[config.mk]
export PLATFORM = sky130hd
export DESIGN_NAME = soc_sysid_ext_flat
export DESIGN_NICKNAME = d
export VERILOG_FILES = /design/src/rtl/soc_sysid_ext_if.sv /design/src/rtl/soc_sysid_ext.sv /design/src/flat_wrapper.sv
export SDC_FILE = /design/constraint.sdc
export NUM_CORES = 1
export LEC_CHECK = 0
export ABC_AREA = 1
export CAP_MARGIN = 20
export CORE_UTILIZATION = 47
export DETAILED_ROUTE_END_ITERATION = 6
export PLACE_DENSITY = 0.74
export SLEW_MARGIN = 10
export SYNTH_ARGS = -nofsm -noshare
export SYNTH_HDL_FRONTEND = slang
export SYNTH_SLANG_ARGS = --single-unit
export TNS_END_PERCENT = 10
[constraint.sdc]
create_clock -name clock -period 6.6 [get_ports clock]
set_input_delay 0.99 -clock clock [delete_from_list [all_inputs] [get_ports clock]]
set_output_delay 0.99 -clock clock [all_outputs]
set_load 0.1 [all_outputs]
[src/rtl/soc_sysid_ext_if.sv]
// Bus bundle for the extended system-ID slave (Avalon-MM style, no waitrequest).
//
// Handshake: the slave accepts every request in the cycle it is presented.
// A request is a one-cycle pulse of read or write qualified by address (and
// writedata for writes). If read and write are both high, the read is
// serviced and the write is dropped. Each accepted read produces exactly one
// readdatavalid pulse on the following cycle, carrying readdata; readdata
// holds its last value whenever readdatavalid is low.
interface soc_sysid_ext_if;
  logic [2:0]  address;
  logic        read;
  logic        write;
  logic [31:0] writedata;
  logic [31:0] readdata;
  logic        readdatavalid;

  modport master (
    output address, read, write, writedata,
    input  readdata, readdatavalid
  );

  modport slave (
    input  address, read, write, writedata,
    output readdata, readdatavalid
  );
endinterface

[src/rtl/soc_sysid_ext.sv]
// Extended system-ID slave: build ID and timestamp words, a free-running
// uptime counter with coherent LO/HI snapshot reads, a control/status
// register (EN, CLR, sticky WRAP) and a small bank of scratch registers.
// Reads are registered: data appears with readdatavalid one cycle later.
module soc_sysid_ext #(
  parameter logic [31:0] ID_VALUE        = 32'h0,
  parameter logic [31:0] TIMESTAMP_VALUE = 32'h0,
  parameter int          UPTIME_WIDTH    = 64,
  parameter int          SCRATCH_COUNT   = 2
) (
  input  logic           clock,
  input  logic           reset,
  soc_sysid_ext_if.slave bus
);

  localparam int W = UPTIME_WIDTH;

  localparam logic [2:0] ADDR_ID     = 3'd0;
  localparam logic [2:0] ADDR_TS     = 3'd1;
  localparam logic [2:0] ADDR_UP_LO  = 3'd2;
  localparam logic [2:0] ADDR_UP_HI  = 3'd3;
  localparam logic [2:0] ADDR_CTRL   = 3'd4;
  localparam int         SCRATCH_BASE = 5;

  logic [W-1:0]  cnt_q, cnt_d;
  logic          en_q, en_d;
  logic          wrap_q, wrap_d;
  logic [31:0]   hi_shadow_q;
  logic [31:0]   scratch_q [SCRATCH_COUNT];
  logic [31:0]   rdata_q;
  logic          rvalid_q;

  logic [63:0]   cnt_ext;
  logic [31:0]   rd_mux;
  logic          wr_en;
  logic          ctrl_wr;
  logic          clr;
  logic          wrap_w1c;
  logic          wrap_evt;

  // Zero-extended view of the counter so LO/HI slicing works for any width.
  assign cnt_ext = 64'(cnt_q);

  // A simultaneous read wins; the write is dropped entirely.
  assign wr_en    = bus.write & ~bus.read;
  assign ctrl_wr  = wr_en && (bus.address == ADDR_CTRL);
  assign clr      = ctrl_wr & bus.writedata[1];
  assign wrap_w1c = ctrl_wr & bus.writedata[8];
  // A clear on the would-be wrap edge lands on 0 without wrapping.
  assign wrap_evt = en_q & (&cnt_q) & ~clr;

  // Next-state for counter, enable and sticky wrap flag (wrap set beats W1C).
  always_comb begin
    cnt_d  = cnt_q;
    en_d   = en_q;
    wrap_d = wrap_q;
    if (clr) begin
      cnt_d = '0;
    end else if (en_q) begin
      cnt_d = cnt_q + W'(1);
    end
    if (ctrl_wr) begin
      en_d = bus.writedata[0];
    end
    if (wrap_evt) begin
      wrap_d = 1'b1;
    end else if (wrap_w1c) begin
      wrap_d = 1'b0;
    end
  end

  // Read data selection; unmapped addresses return 0.
  always_comb begin
    rd_mux = 32'h0;
    case (bus.address)
      ADDR_ID:    rd_mux = ID_VALUE;
      ADDR_TS:    rd_mux = TIMESTAMP_VALUE;
      ADDR_UP_LO: rd_mux = cnt_ext[31:0];
      ADDR_UP_HI: rd_mux = hi_shadow_q;
      ADDR_CTRL:  rd_mux = {23'd0, wrap_q, 7'd0, en_q};
      default: begin
        for (int i = 0; i < SCRATCH_COUNT; i++) begin
          if (bus.address == 3'(SCRATCH_BASE + i)) begin
            rd_mux = scratch_q[i];
          end
        end
      end
    endcase
  end

  // Counter, control bits and HI shadow; a LO read latches the matching upper bits.
  always_ff @(posedge clock) begin
    if (reset) begin
      cnt_q       <= '0;
      en_q        <= 1'b1;
      wrap_q      <= 1'b0;
      hi_shadow_q <= 32'h0;
    end else begin
      cnt_q  <= cnt_d;
      en_q   <= en_d;
      wrap_q <= wrap_d;
      if (bus.read && (bus.address == ADDR_UP_LO)) begin
        hi_shadow_q <= cnt_ext[63:32];
      end
    end
  end

  // Scratch registers, written only when no read is presented in the same cycle.
  always_ff @(posedge clock) begin
    for (int i = 0; i < SCRATCH_COUNT; i++) begin
      if (reset) begin
        scratch_q[i] <= 32'h0;
      end else if (wr_en && (bus.address == 3'(SCRATCH_BASE + i))) begin
        scratch_q[i] <= bus.writedata;
      end
    end
  end

  // Registered read response; readdata holds between reads, reset cancels a pending pulse.
  always_ff @(posedge clock) begin
    if (reset) begin
      rdata_q  <= 32'h0;
      rvalid_q <= 1'b0;
    end else begin
      rvalid_q <= bus.read;
      if (bus.read) begin
        rdata_q <= rd_mux;
      end
    end
  end

  assign bus.readdata      = rdata_q;
  assign bus.readdatavalid = rvalid_q;

endmodule

[src/flat_wrapper.sv]
// flat-port wrapper written by rule: the top's interface ports become plain ports
module soc_sysid_ext_flat 
#(
  parameter logic [31:0] ID_VALUE        = 32'h0,
  parameter logic [31:0] TIMESTAMP_VALUE = 32'h0,
  parameter int          UPTIME_WIDTH    = 64,
  parameter int          SCRATCH_COUNT   = 2
)
  (clock, reset, bus_address, bus_read, bus_write, bus_writedata, bus_readdata, bus_readdatavalid);
  soc_sysid_ext_if bus_i ();
  input  logic clock;
  input  logic reset;
  input wire logic [$bits(bus_i.address)-1:0] bus_address;
  input wire logic [$bits(bus_i.read)-1:0] bus_read;
  input wire logic [$bits(bus_i.write)-1:0] bus_write;
  input wire logic [$bits(bus_i.writedata)-1:0] bus_writedata;
  output wire logic [$bits(bus_i.readdata)-1:0] bus_readdata;
  output wire logic [$bits(bus_i.readdatavalid)-1:0] bus_readdatavalid;
  assign bus_i.address = bus_address;
  assign bus_i.read = bus_read;
  assign bus_i.write = bus_write;
  assign bus_i.writedata = bus_writedata;
  assign bus_readdata = bus_i.readdata;
  assign bus_readdatavalid = bus_i.readdatavalid;
  soc_sysid_ext #(.ID_VALUE(ID_VALUE), .TIMESTAMP_VALUE(TIMESTAMP_VALUE), .UPTIME_WIDTH(UPTIME_WIDTH), .SCRATCH_COUNT(SCRATCH_COUNT)) u_core (.clock(clock), .reset(reset), .bus(bus_i));
endmodule
== Word-level counts from Yosys, hierarchy flattened ==
Memories as Yosys holds them, arrays and structs flattened.
Index checks and enable logic that the tools add are counted.

* Register bits after elaboration: 131
* RAM bits: 64
* Input port bits: 39
* Output and inout port bits: 33
* Logic and storage cells: 47
* Memories: 1

* Add/subtract/negate cells: 1
* Equality and inequality tests: 6
* Muxes and demuxes: 15
* Bitwise operators: 9
* Reduce and logical (&&, ||, !) cells: 9

{| class="wikitable"
|+ Memory list
! name !! depth !! width !! rd ports !! clocked after memory_dff !! wr ports !! RTL line !! source
|-
| u_core.scratch_q || 2 || 32 || 2 || 0 || 2 || soc_sysid_ext.sv:29 || <nowiki>logic [31:0] scratch_q [SCRATCH_COUNT];</nowiki>
|}

{| class="wikitable"
|+ Operator list
! operator !! count
|-
| 32-bit two-way mux || 4
|-
| 32-bit one-hot mux with 4 select lines || 1
|-
| 64-bit by 1-bit adder with 64-bit output, second input constant || 1
|-
| 64-bit AND reduction || 1
|-
| 1-bit two-way mux || 10
|-
| 3-bit == test, second input constant || 3
|-
| 3-bit by 2-bit == test with 1-bit output, second input constant || 2
|-
| 1-bit bitwise AND || 5
|-
| 1-bit logical AND || 4
|-
| 2-bit OR reduction || 2
|-
| 3-bit by 1-bit == test with 1-bit output, second input constant || 1
|-
| 3-bit logical NOT || 1
|-
| 1-bit NOT || 2
|-
| 1-bit bitwise OR || 2
|-
| 2-bit nonzero test || 1
|}

== Depth between registers and ports, before layout ==
Gate-level depths: netlist of run 1.

* Depth in word-level cells: 7
* Depth in mapped cells: 13
* Gate-level depth less buffers: 10

== Worst setup path after synthesis of run 1 ==
No wires, ideal clock.

* Path kind: input -> register
* Start point: input port bus_read
* End point: memory u_core.scratch_q[0][0], enable pin
* Library setup time: 0.466 ns
* Data arrival time: 3.542 ns
* Data required time: 6.134 ns
* Path slack: 2.593 ns
* Stages on the path: 4
* Buffers on the path: 1
* Path through: buf_6 -> inv_4 -> nand2_2 -> o21ai_0

{| class="wikitable"
|+ RTL lines
! what !! RTL line !! source
|-
| start: declaration || flat_wrapper.sv:14 || <nowiki>input wire logic [$bits(bus_i.read)-1:0] bus_read;</nowiki>
|-
| end: declaration || soc_sysid_ext.sv:29 ||
|}

==> results of run 1 <==
[cells by family after synthesis]
logic type	Yosys count	share of synthesized area, %
xor gates and xnor gates	3	0.282
adders and majority gates	1	0.134
DFF	195	48.8
and+or+nand+nor	576	28.0
buffers and inverters	202	8.78
AOI/OAI and AO/OA	236	14.0
[stage by stage]
step	hold slack [ps]	utilization (%)	setup slack, ps	total power, uW
floorplan	430	-	2590	1500
global placement	445	52.3	2800	1570
detailed placement	453	52.3	2680	1570
CTS	464	55.7	3140	2680
global route	483	55.8	2920	2750
finish	466	55.8	3150	2670
[sequential cells by signal, indices dropped and copies added, names as in the netlist]
| signal | count |
|---|---|
| u_core.bus.readdata | 32 |
| u_core.wrap_q | 1 |
| u_core.cnt_ext | 64 |
| u_core.hi_shadow_q | 32 |
| u_core.bus.readdatavalid | 1 |
| u_core.en_q | 1 |
| u_core.scratch_q | 64 |
[final timing paths]
path	slack (ps)	endpoint	cells past startpoint
worst min-delay path	470	u_core.hi_shadow_q[22]$_SDFFE_PP0P_	2
worst max-delay path	3150	u_core.scratch_q[0][29]$_SDFFCE_PN0P_	6
worst min register to register	470	u_core.hi_shadow_q[22]$_SDFFE_PP0P_	2
worst max register to register	4470	u_core.cnt_ext[35]$_SDFFE_PP0P_	7
[layout by cell type (no fill, tap or decap), types with 17 or more instances in the layout]
cell               n
nor2_1           211
nand3_1           37
a21oi_1          109
inv_1            142
dfxtp_1          131
clkdlybuf4s50_1   70
nand2_1          240
edfxtp_1          64
a41oi_1           29
o21ai_0           75
clkbuf_16         17
[power by group through the flow]
stage	clock [uW]	combinational (uW)	sequential, uW
after floorplan	0	84.5	1410
after global placement	0	239	1330
after detailed placement	0	243	1330
after CTS	1130	243	1300
after global routing	1180	261	1300
final	1130	245	1300
[layer usage]
layer | part of all wire [%] | vias up
met5 | 0 | -
met4 | 2.6 | 0
met3 | 6.8 | 48
met1 | 45 | 3718
met2 | 46 | 329
li1 | - | 4036
[final cells by class]
type / instances / area [sq um]
Clock buffer: 17 / 425
Tap cell: 265 / 332
Multi-Input combinational cell: 816 / 3950
Inverter: 158 / 596
Fill cell: 1794 / 8610
Clock inverter: 15 / 231
Sequential cell: 195 / 4540
Timing Repair Buffer: 78 / 771
[worst reg2reg max path, stage by stage (launching register included)]
cell and delay [ps]:
dfxtp_1 700, nand2_1 210, nor2_4 270, nand2_1 170, nor2_4 270, nand4_1 160
o21ai_0 170, nor2_1 60
==> summary.txt, run 1 <==
Power
  • P_leak: 0.00385 uW
  • Internal: 1920 uW
  • Clk pwr share: a little over two fifths
  • VDD IR max: 178 uV
  • Sw Ratio: between 20% and 30%
  • Seq pwr share: 48.7%
  • Cell Pwr Density: 246 mW/mm^2
  • Logic pwr share: 9.2%
  • Switching pwr: 754 uW

Timing
  • # setup viols final: 0
  • Clk_skew: 12.8 ps
  • Tmin final: 3450 ps
  • Unrepaired setup endpoints after global routing: false
  • Final period util: 52.2%
  • Final hold violation count: 0
  • Slew Limit Fails: 0
  • Fin Setup TNS: 0 ps
  • Least-Margin Pin Slew: 1080 ps
  • Fmax: 290 MHz
  • Rel. slew slack: 28.0%

Die
  • Core Rows: 51
  • Total die area: 0.0204 sq mm
  • Die height: 143 um
  • Initial core utilization: approximately 48%
  • Width of the chip: 143 um
  • IO Pins: ~70
  • Core Region: roughly 0.019 sq mm

Place
  • Hpwl dp: 17600 um
  • IO buf count: between 70 and 80
  • Placed cell count: between 1.5k and 2k
  • Dpl cell area: 0.0102 sq mm
  • RD Place Congestion: 0.988

Worst setup path
  • Critical Path RT: 6900 ps
  • RR Startpoint: u_core.en_q$_SDFFE_PP1N_
  • Crit-path cells: clkdlybuf4s50_1, nand3_1, inv_1, nand3_1, buf_4, nor2_1
  • Critical Path AT: 3750 ps
  • Crit Path Max Fanout: 33
  • Worst Setup End Kind: flop
  • Max stage delay on crit path: approximately 790 ps
  • CP delay by family, top: buffers and inverters
  • Crit-path most repeated cell: nand3_1
  • Crit path buffers/inverters: 3
  • CP Class: in2reg
  • Startpoint type of the worst setup path: input pin
  • Setup crit start: bus_address[0]
  • Slowest cell on crit path: inv_1

Clocking
  • CTS H-tree lvls: 4
  • Post-CTS Setup Bufs: 0
  • Clock Sinks: a little under 200
  • CTS tree: yes
  • PostCTS Resize Cnt: 0
  • Clock slew at reported path FFs: around 90 ps
  • Clock latency on the worst-skew pair: 450 ps
  • Post-CTS Hold Buffers: 0
  • CTS Buf Count: 17
  • Max Root-Sink Buffers: 2
  • Root Buffer: clkbuf_16

Min path
  • Min-delay worst type: reg2reg
  • Min-delay src: u_core.hi_shadow_q[22]$_SDFFE_PP0P_

Yosys
  • Synth Register Bits: 195
  • Mean post-synth cell area: 7.67 sq um
  • Mapped Cells: 1213
  • Post-synth top area share: between 20% and 30%
  • Post-synth EDFFs: 64
  • Post-synth top area cell: dfxtp_1
  • Most frequent cells after synthesis: 240 x nand2_1, 211 x nor2_1, 142 x inv_1
  • Post-synth ARST share: 0%
  • Most common cell in the synthesized netlist: nand2_1
  • Syn nets: 1253
  • Main synth FF type: dfxtp_1
  • Fraction of the yosys area taken by sequential cells: 48.8%
  • Synth warnings: 0
  • Ranking of synthesized cells by area: dfxtp_1 28%, edfxtp_1 21%, nand2_1 9.7%
  • Post-Syn Area: 0.00931 sq mm
  • Netlist cell types: 38

Global route
  • Initial antenna violation count: 0
  • Total gr overflow: 0
  • First-pass GRT wire length: 39000 um
  • Global-route track usage on met3: 4.09%
  • GRT met2 Usage: between 40% and 50%
  • Top Usage Layer GRT: met2
  • Largest net degree at the start of global routing: 68
  • Vias in the first global route: between 7k and 8k
  • Total track usage: 25.2%
  • Met1 GRT Util: 34.3%

Drt
  • Drt total wl: between 20000 and 25000 um
  • DR DRC count: 0
  • Via-to-Cell Ratio: 5.27
  • Iter 0 DRT Violations: 639
  • ANT nets after route: 0
  • Vias: 8131
  • DR WL/cell: 15.9 um
  • Detailed Routing Iterations Pass 1: 5

Job
  • Max_cap viols: 0

Layout
  • Non-filler cells, final: 1544
  • Area delta synth->final: 16.6%
  • # diodes: 0
  • Layout Nets: 1306
  • Fin area: 0.0109 sq mm
  • Layout cells sized above 1: 8.99%

Outcome
  • Run status: finished clean
Note: power is estimated with default switching activity, not from simulation.
==> run 2: changes to the inputs <==
--- a/config.mk
+++ b/config.mk
@@ -9,7 +9,7 @@
 export CAP_MARGIN = 20
 export CORE_UTILIZATION = 47
 export DETAILED_ROUTE_END_ITERATION = 6
-export PLACE_DENSITY = 0.74
+export PLACE_DENSITY = 0.77
 export SLEW_MARGIN = 10
 export SYNTH_ARGS = -nofsm -noshare
 export SYNTH_HDL_FRONTEND = slang
==> constraint.sdc (replaced) <==
create_clock -name clock -period 3.1 [get_ports clock]
set_input_delay 0.465 -clock clock [delete_from_list [all_inputs] [get_ports clock]]
set_output_delay 0.465 -clock clock [all_outputs]
set_load 0.1 [all_outputs]
==> summary.txt, run 2 (synthesized netlist as in run 1, its figures left out) <==
Outcome
  • Run status: finished clean

Clocking
  • CTS H-tree lvls: 4 (unchanged)
  • CTS Buf Count: 17 (unchanged)
  • CTS tree: yes
  • Root Buffer: clkbuf_16
  • Clock latency on the worst-skew pair: 450 ps (about the same)
  • Clock Sinks: 195 (unchanged)
  • Post-CTS Setup Bufs: 0 (unchanged)
  • Max Root-Sink Buffers: 2 (unchanged)
  • PostCTS Resize Cnt: 0 (unchanged)
  • Clock slew at reported path FFs: 80 ps (about the same)
  • Post-CTS Hold Buffers: 0 (unchanged)

Layout
  • # diodes: 0 (unchanged)
  • Layout Nets: 1312 (+0.46%)
  • Non-filler cells, final: 1550 (+0.39%)
  • Leading cell type in the layout, fill and taps excluded: nand2_1
  • Area delta synth->final: 16.3%
  • Area occupied by multi-input gates: 0.00395 sq mm (unchanged)
  • Post-layout util: 55.6% (-0.17 points)
  • Commonest non-fill, non-tap cells in the layout: 240 x nand2_1, 211 x nor2_1, 142 x inv_1
  • Sequential cell area: 0.00454 sq mm (unchanged)
  • Layout cells sized above 1: 12.0% (+3.0 points)
  • Fillers: 1743 (-2.8%)

Min path
  • Min-delay worst type: in2reg
  • Hold path depth: 3 (+1)

Worst setup path
  • Critical Path RT: 3440 ps (-3460 ps)
  • Critical Path AT: 2510 ps (-1240 ps)
  • Worst Setup End Kind: flop
  • Startpoint type of the worst setup path: flop
  • CP Class: reg2reg
  • Crit Path Max Fanout: 11 (-67%)
  • Worst Reg-to-Reg Cells: 7 (unchanged)

Drt
  • Vias: 8351 (+2.7%)
  • Iter 0 DRT Violations: 711 (+11%)
  • ANT nets after route: 0 (unchanged)
  • Via-to-Cell Ratio: 5.39 (+2.3%)
  • Detailed Routing Iterations Pass 1: 5 (unchanged)
  • Drt total wl: 25100 um (+2.3%)
  • DR WL/cell: 16.2 um (+1.9%)
  • DR DRC count: 0 (unchanged)

Timing
  • Tmin final: 2160 ps
  • Hold WS: 310 ps (-156 ps)
  • Clk_skew: 13.4 ps (+0.527 ps)
  • Fmax: between 400 and 500 MHz
  • Unrepaired setup endpoints after global routing: false
  • Final setup margin: 935 ps (-2220 ps)
  • Rel. slew slack: 54.1% (+26 points)
  • Least-Margin Pin Slew: 689 ps (-390 ps)
  • Final period util: about 70%
  • Slew Limit Fails: 0 (unchanged)
  • # setup viols final: 0 (unchanged)
  • Final hold violation count: 0 (unchanged)

Global route
  • Total track usage: 25.7% (+0.47 points)
  • Total gr overflow: 0 (unchanged)
  • Largest net degree at the start of global routing: 63 (-7.4%)
  • Vias in the first global route: 7958 (+6.3%)
  • Initial antenna violation count: 0 (unchanged)
  • First-pass GRT wire length: 39900 um (+2.3%)

Job
  • Max_cap viols: 0 (unchanged)

Place
  • Placed cell count: 1518 (+0.46%)
  • IO buf count: 71 (unchanged)
  • Hpwl dp: 17800 um (+1.2%)
  • RD Place Congestion: 0.912 (-7.7%)
  • Pre-CTS setup slack: 548 ps (-2140 ps)

Die
  • Initial core utilization: 47.8% (unchanged)
  • Width of the chip: 143 um (unchanged)
  • Core Rows: 51 (unchanged)
  • IO Pins: 72 (unchanged)
  • Core Region: 0.0195 sq mm (unchanged)
  • Total die area: 0.0204 sq mm (unchanged)
  • Die height: 143 um (unchanged)

Power
  • VDD IR max: 394 uV (+120%)
  • Cell Pwr Density: 521 mW/mm^2 (+110%)
  • Pwr Total: 5630 uW (+110%)
  • P_leak: 0.00394 uW (+2.4%)
## run 2: changes by cell type in the layout (fill, tap and decap cells not counted), sizes merged
cell           previous run  this run
clkinv                    6         7
clkdlybuf4s50            70        37
buf                       8        47
bufinv                    1         0
## run 2: area by class of cell
class	count	share of cell area, %
well taps	265	3.06
multi-input cells	816	36.5
clock inverters	15	1.95
repair buffers	84	7.01
flip-flops and latches	195	42.0
inverters	158	5.50
clock buffers	17	3.93
## run 2: worst max-delay path, stage by stage, from the launching register on
cell	delay, ps
dfxtp_1	710
nand2_1	210
nor2_4	260
nand2_1	180
nor2_4	310
nand4_1	160
o21ai_0	170
nor2_1	60
## run 2: routing by layer
layer	GRT usage (%)	part of all wire (%)
met3	4.56	7.1
met1	33.5	44
met4	11.9	3.5
met2	41.3	45
met5	0	0
## run 2: report_power, final
group / total, uW / switching (uW) / internal (uW)
clock: 2340 / 1210 / 1130
combinational: 522 / 383 / 139
sequential: 2770 / 43.9 / 2730
total: 5630 / 1630 / 4000
## run 2: worst paths after layout
check,to,slack (ps),start
min,u_core.bus.readdatavalid$_SDFF_PP0_,310,bus_read
max,u_core.cnt_ext[35]$_SDFFE_PP0P_,940,u_core.en_q$_SDFFE_PP1N_
max reg2reg,u_core.cnt_ext[35]$_SDFFE_PP0P_,940,u_core.en_q$_SDFFE_PP1N_
min reg2reg,u_core.hi_shadow_q[1]$_SDFFE_PP0P_,460,u_core.hi_shadow_q[1]$_SDFFE_PP0P_
## run 2: through the flow
step,area [sq um],setup TNS [ps]
after global placement,10200,0
after global routing,10800,0
after floorplan,9310,-24450
final,10800,0
after CTS,10800,0
after detailed placement,10200,0
==> run 3: changes to the inputs <==
--- a/config.mk
+++ b/config.mk
@@ -9,7 +9,7 @@
 export CAP_MARGIN = 20
 export CORE_UTILIZATION = 47
 export DETAILED_ROUTE_END_ITERATION = 6
-export PLACE_DENSITY = 0.77
+export PLACE_DENSITY = 0.74
 export SLEW_MARGIN = 10
 export SYNTH_ARGS = -nofsm -noshare
 export SYNTH_HDL_FRONTEND = slang
==> constraint.sdc (replaced) <==
create_clock -name clock -period 2.21 [get_ports clock]
set_input_delay 0.3315 -clock clock [delete_from_list [all_inputs] [get_ports clock]]
set_output_delay 0.3315 -clock clock [all_outputs]
set_load 0.1 [all_outputs]
==> summary.txt, run 3 (synthesized netlist as in run 1, its figures left out) <==
Place
  • IO buf count: 71 (unchanged)
  • Hpwl dp: 18300 um (+2.5%)
  • Dpl cell area: 0.0103 sq mm (+0.98%)
  • RD Place Congestion: 0.936 (+2.6%)
  • Placed cell count: 1528 (+0.66%)

Job
  • Max_cap viols: 0 (unchanged)

Layout
  • # diodes: 0 (unchanged)
  • Commonest non-fill, non-tap cells in the layout: 240 x nand2_1, 211 x nor2_1, 142 x inv_1
  • Leading cell type in the layout, fill and taps excluded: nand2_1
  • Area delta synth->final: 17.0%
  • Non-filler cells, final: 1560 (+0.65%)
  • Fillers: 1763 (+1.1%)
  • Layout Nets: 1322 (+0.76%)
  • Layout cells sized above 1: 12.6% (+0.60 points)
  • Fin area: 0.0109 sq mm (+0.64%)

Power
  • VDD IR max: 556 uV (+41%)
  • Clk pwr share: 40.4% (-1.1 points)
  • P_leak: 0.00397 uW (+0.75%)
  • Logic pwr share: 9.6% (+0.3 points)
  • Seq pwr share: 50.0% (+0.8 points)
  • Cell Pwr Density: 713 mW/mm^2 (+37%)
  • Sw Ratio: 28.2% (-0.82 points)
  • Internal: 5580 uW (+39%)
  • Switching pwr: 2190 uW (+34%)

Drt
  • DR WL/cell: 15.9 um (-1.9%)
  • Detailed Routing Iterations Pass 1: 7 (+2)
  • ANT nets after route: 0 (unchanged)
  • DR DRC count: 2 (+2)
  • Drt total wl: 24800 um (-1.2%)
  • Iter 0 DRT Violations: 786 (+11%)
  • Vias: 8160 (-2.3%)
  • Via-to-Cell Ratio: 5.23 (-2.9%)

Die
  • IO Pins: 72 (unchanged)
  • Die height: 143 um (unchanged)
  • Total die area: 0.0204 sq mm (unchanged)
  • Core Rows: 51 (unchanged)
  • Initial core utilization: 47.8% (unchanged)
  • Width of the chip: 143 um (unchanged)
  • Core Region: 0.0195 sq mm (unchanged)

Global route
  • Initial antenna violation count: 0 (unchanged)
  • Total track usage: 25.7% (about the same)
  • Vias in the first global route: 7709 (-3.1%)
  • Total gr overflow: 0 (unchanged)
  • Largest net degree at the start of global routing: 63 (unchanged)
  • First-pass GRT wire length: 39800 um (-0.26%)

Timing
  • Slew Limit Fails: 0 (unchanged)
  • Final period util: 81.5% (+12 points)
  • Rel. slew slack: 60.5% (+6.5 points)
  • Unrepaired setup endpoints after global routing: false
  • Hold WS: 160 ps (-150 ps)
  • Fin Setup TNS: 0 ps (unchanged)
  • Fmax: 555 MHz (+20%)
  • Clk_skew: 12.7 ps (-0.668 ps)
  • Final hold violation count: 0 (unchanged)
  • # setup viols final: 0 (unchanged)
  • Tmin final: 1800 ps (-362 ps)
  • Least-Margin Pin Slew: 592 ps (-96.9 ps)

Clocking
  • Post-CTS Setup Bufs: 0 (unchanged)
  • CTS Buf Count: 17 (unchanged)
  • Clock latency on the worst-skew pair: 450 ps (about the same)
  • Clock Sinks: 195 (unchanged)
  • Post-CTS Hold Buffers: 0 (unchanged)
  • Max Root-Sink Buffers: 2 (unchanged)
  • CTS tree: yes
  • PostCTS Resize Cnt: 0 (unchanged)
  • CTS H-tree lvls: 4 (unchanged)
  • Clock slew at reported path FFs: 80 ps (about the same)
  • Root Buffer: clkbuf_16

Worst setup path
  • Startpoint type of the worst setup path: flop
  • CP Class: reg2reg
  • Critical Path AT: 2140 ps (-370 ps)
  • Worst Setup End Kind: flop
  • Max stage delay on crit path: 410 ps (-300 ps)
  • Crit Path Max Fanout: 7 (-4)
  • Crit-path cells: nand2_1, nor2_4, nand2_1, nor2_4, nand4_1, o21ai_0, nor2_1
  • Critical Path RT: 2550 ps (-890 ps)
  • Slowest cell on crit path: dfxtp_1

Outcome
  • Run status: finished with violations
  • Failing checks: design-rule violations

Min path
  • Min-delay worst type: in2reg
## run 3: changes by cell type in the layout (fill, tap and decap cells not counted)
cell and delta:
inv_12 -1, inv_6 +4, inv_8 -4, clkbuf_1 +1
buf_4 +8, clkinvlp_4 +1, inv_16 -1, clkinv_2 -1
buf_12 +2, clkinv_4 +1
## run 3: routing by layer
layer  GRT usage, %  vias up  part of all wire [%]
met5              0        -                     0
met4           10.6        0                   2.7
met3           3.72       43                   6.4
met2           40.4      298                    46
met1           35.3     3749                    45
li1               -     4070                     -
## run 3: critical path, delay by kind of cell, from the launching register on
| kind | cells | cell delay, ps |
|---|---|---|
| compound gates | 1 | 180 |
| flops | 1 | 410 |
| simple gates | 6 | 1120 |
## run 3: area by class of cell
| type | count | area (sq um) | area share, % |
|---|---|---|---|
| Sequential cell | 195 | 4540 | 41.7 |
| Multi-Input combinational cell | 816 | 3950 | 36.3 |
| Timing Repair Buffer | 94 | 858 | 7.88 |
| Inverter | 158 | 596 | 5.47 |
| Clock buffer | 18 | 429 | 3.94 |
| Tap cell | 265 | 332 | 3.05 |
| Clock inverter | 14 | 176 | 1.62 |
## run 3: path summary, 6_finish.rpt
path | depth (start not counted) | from | slack, ps | end
setup reg to reg | 7 | u_core.cnt_ext[0]$_SDFFE_PP0P_ | 410 | u_core.cnt_ext[35]$_SDFFE_PP0P_
setup / recovery | 7 | u_core.cnt_ext[0]$_SDFFE_PP0P_ | 410 | u_core.cnt_ext[35]$_SDFFE_PP0P_
hold reg to reg | 2 | u_core.hi_shadow_q[6]$_SDFFE_PP0P_ | 460 | u_core.hi_shadow_q[6]$_SDFFE_PP0P_
hold / removal | 3 | bus_read | 160 | u_core.bus.readdatavalid$_SDFF_PP0_
## run 3: through the flow
step | total power, uW | util, % | setup WS [ps]
finish | 7770 | 55.9 | 408
global route | 8000 | 55.9 | 234
CTS | 7780 | 55.9 | 460
detailed placement | 4710 | 52.8 | 150
global placement | 4700 | 52.8 | 230
floorplan | 4470 | - | -274
## run 3: power by group through the flow
stage,clock network [uW],logic [uW],registers [uW]
2_1_floorplan,0,253,4220
3_3_place_gp,0,733,3960
3_5_place_dp,0,744,3960
4_1_cts,3150,745,3880
5_1_grt,3310,797,3900
6_report,3140,745,3880
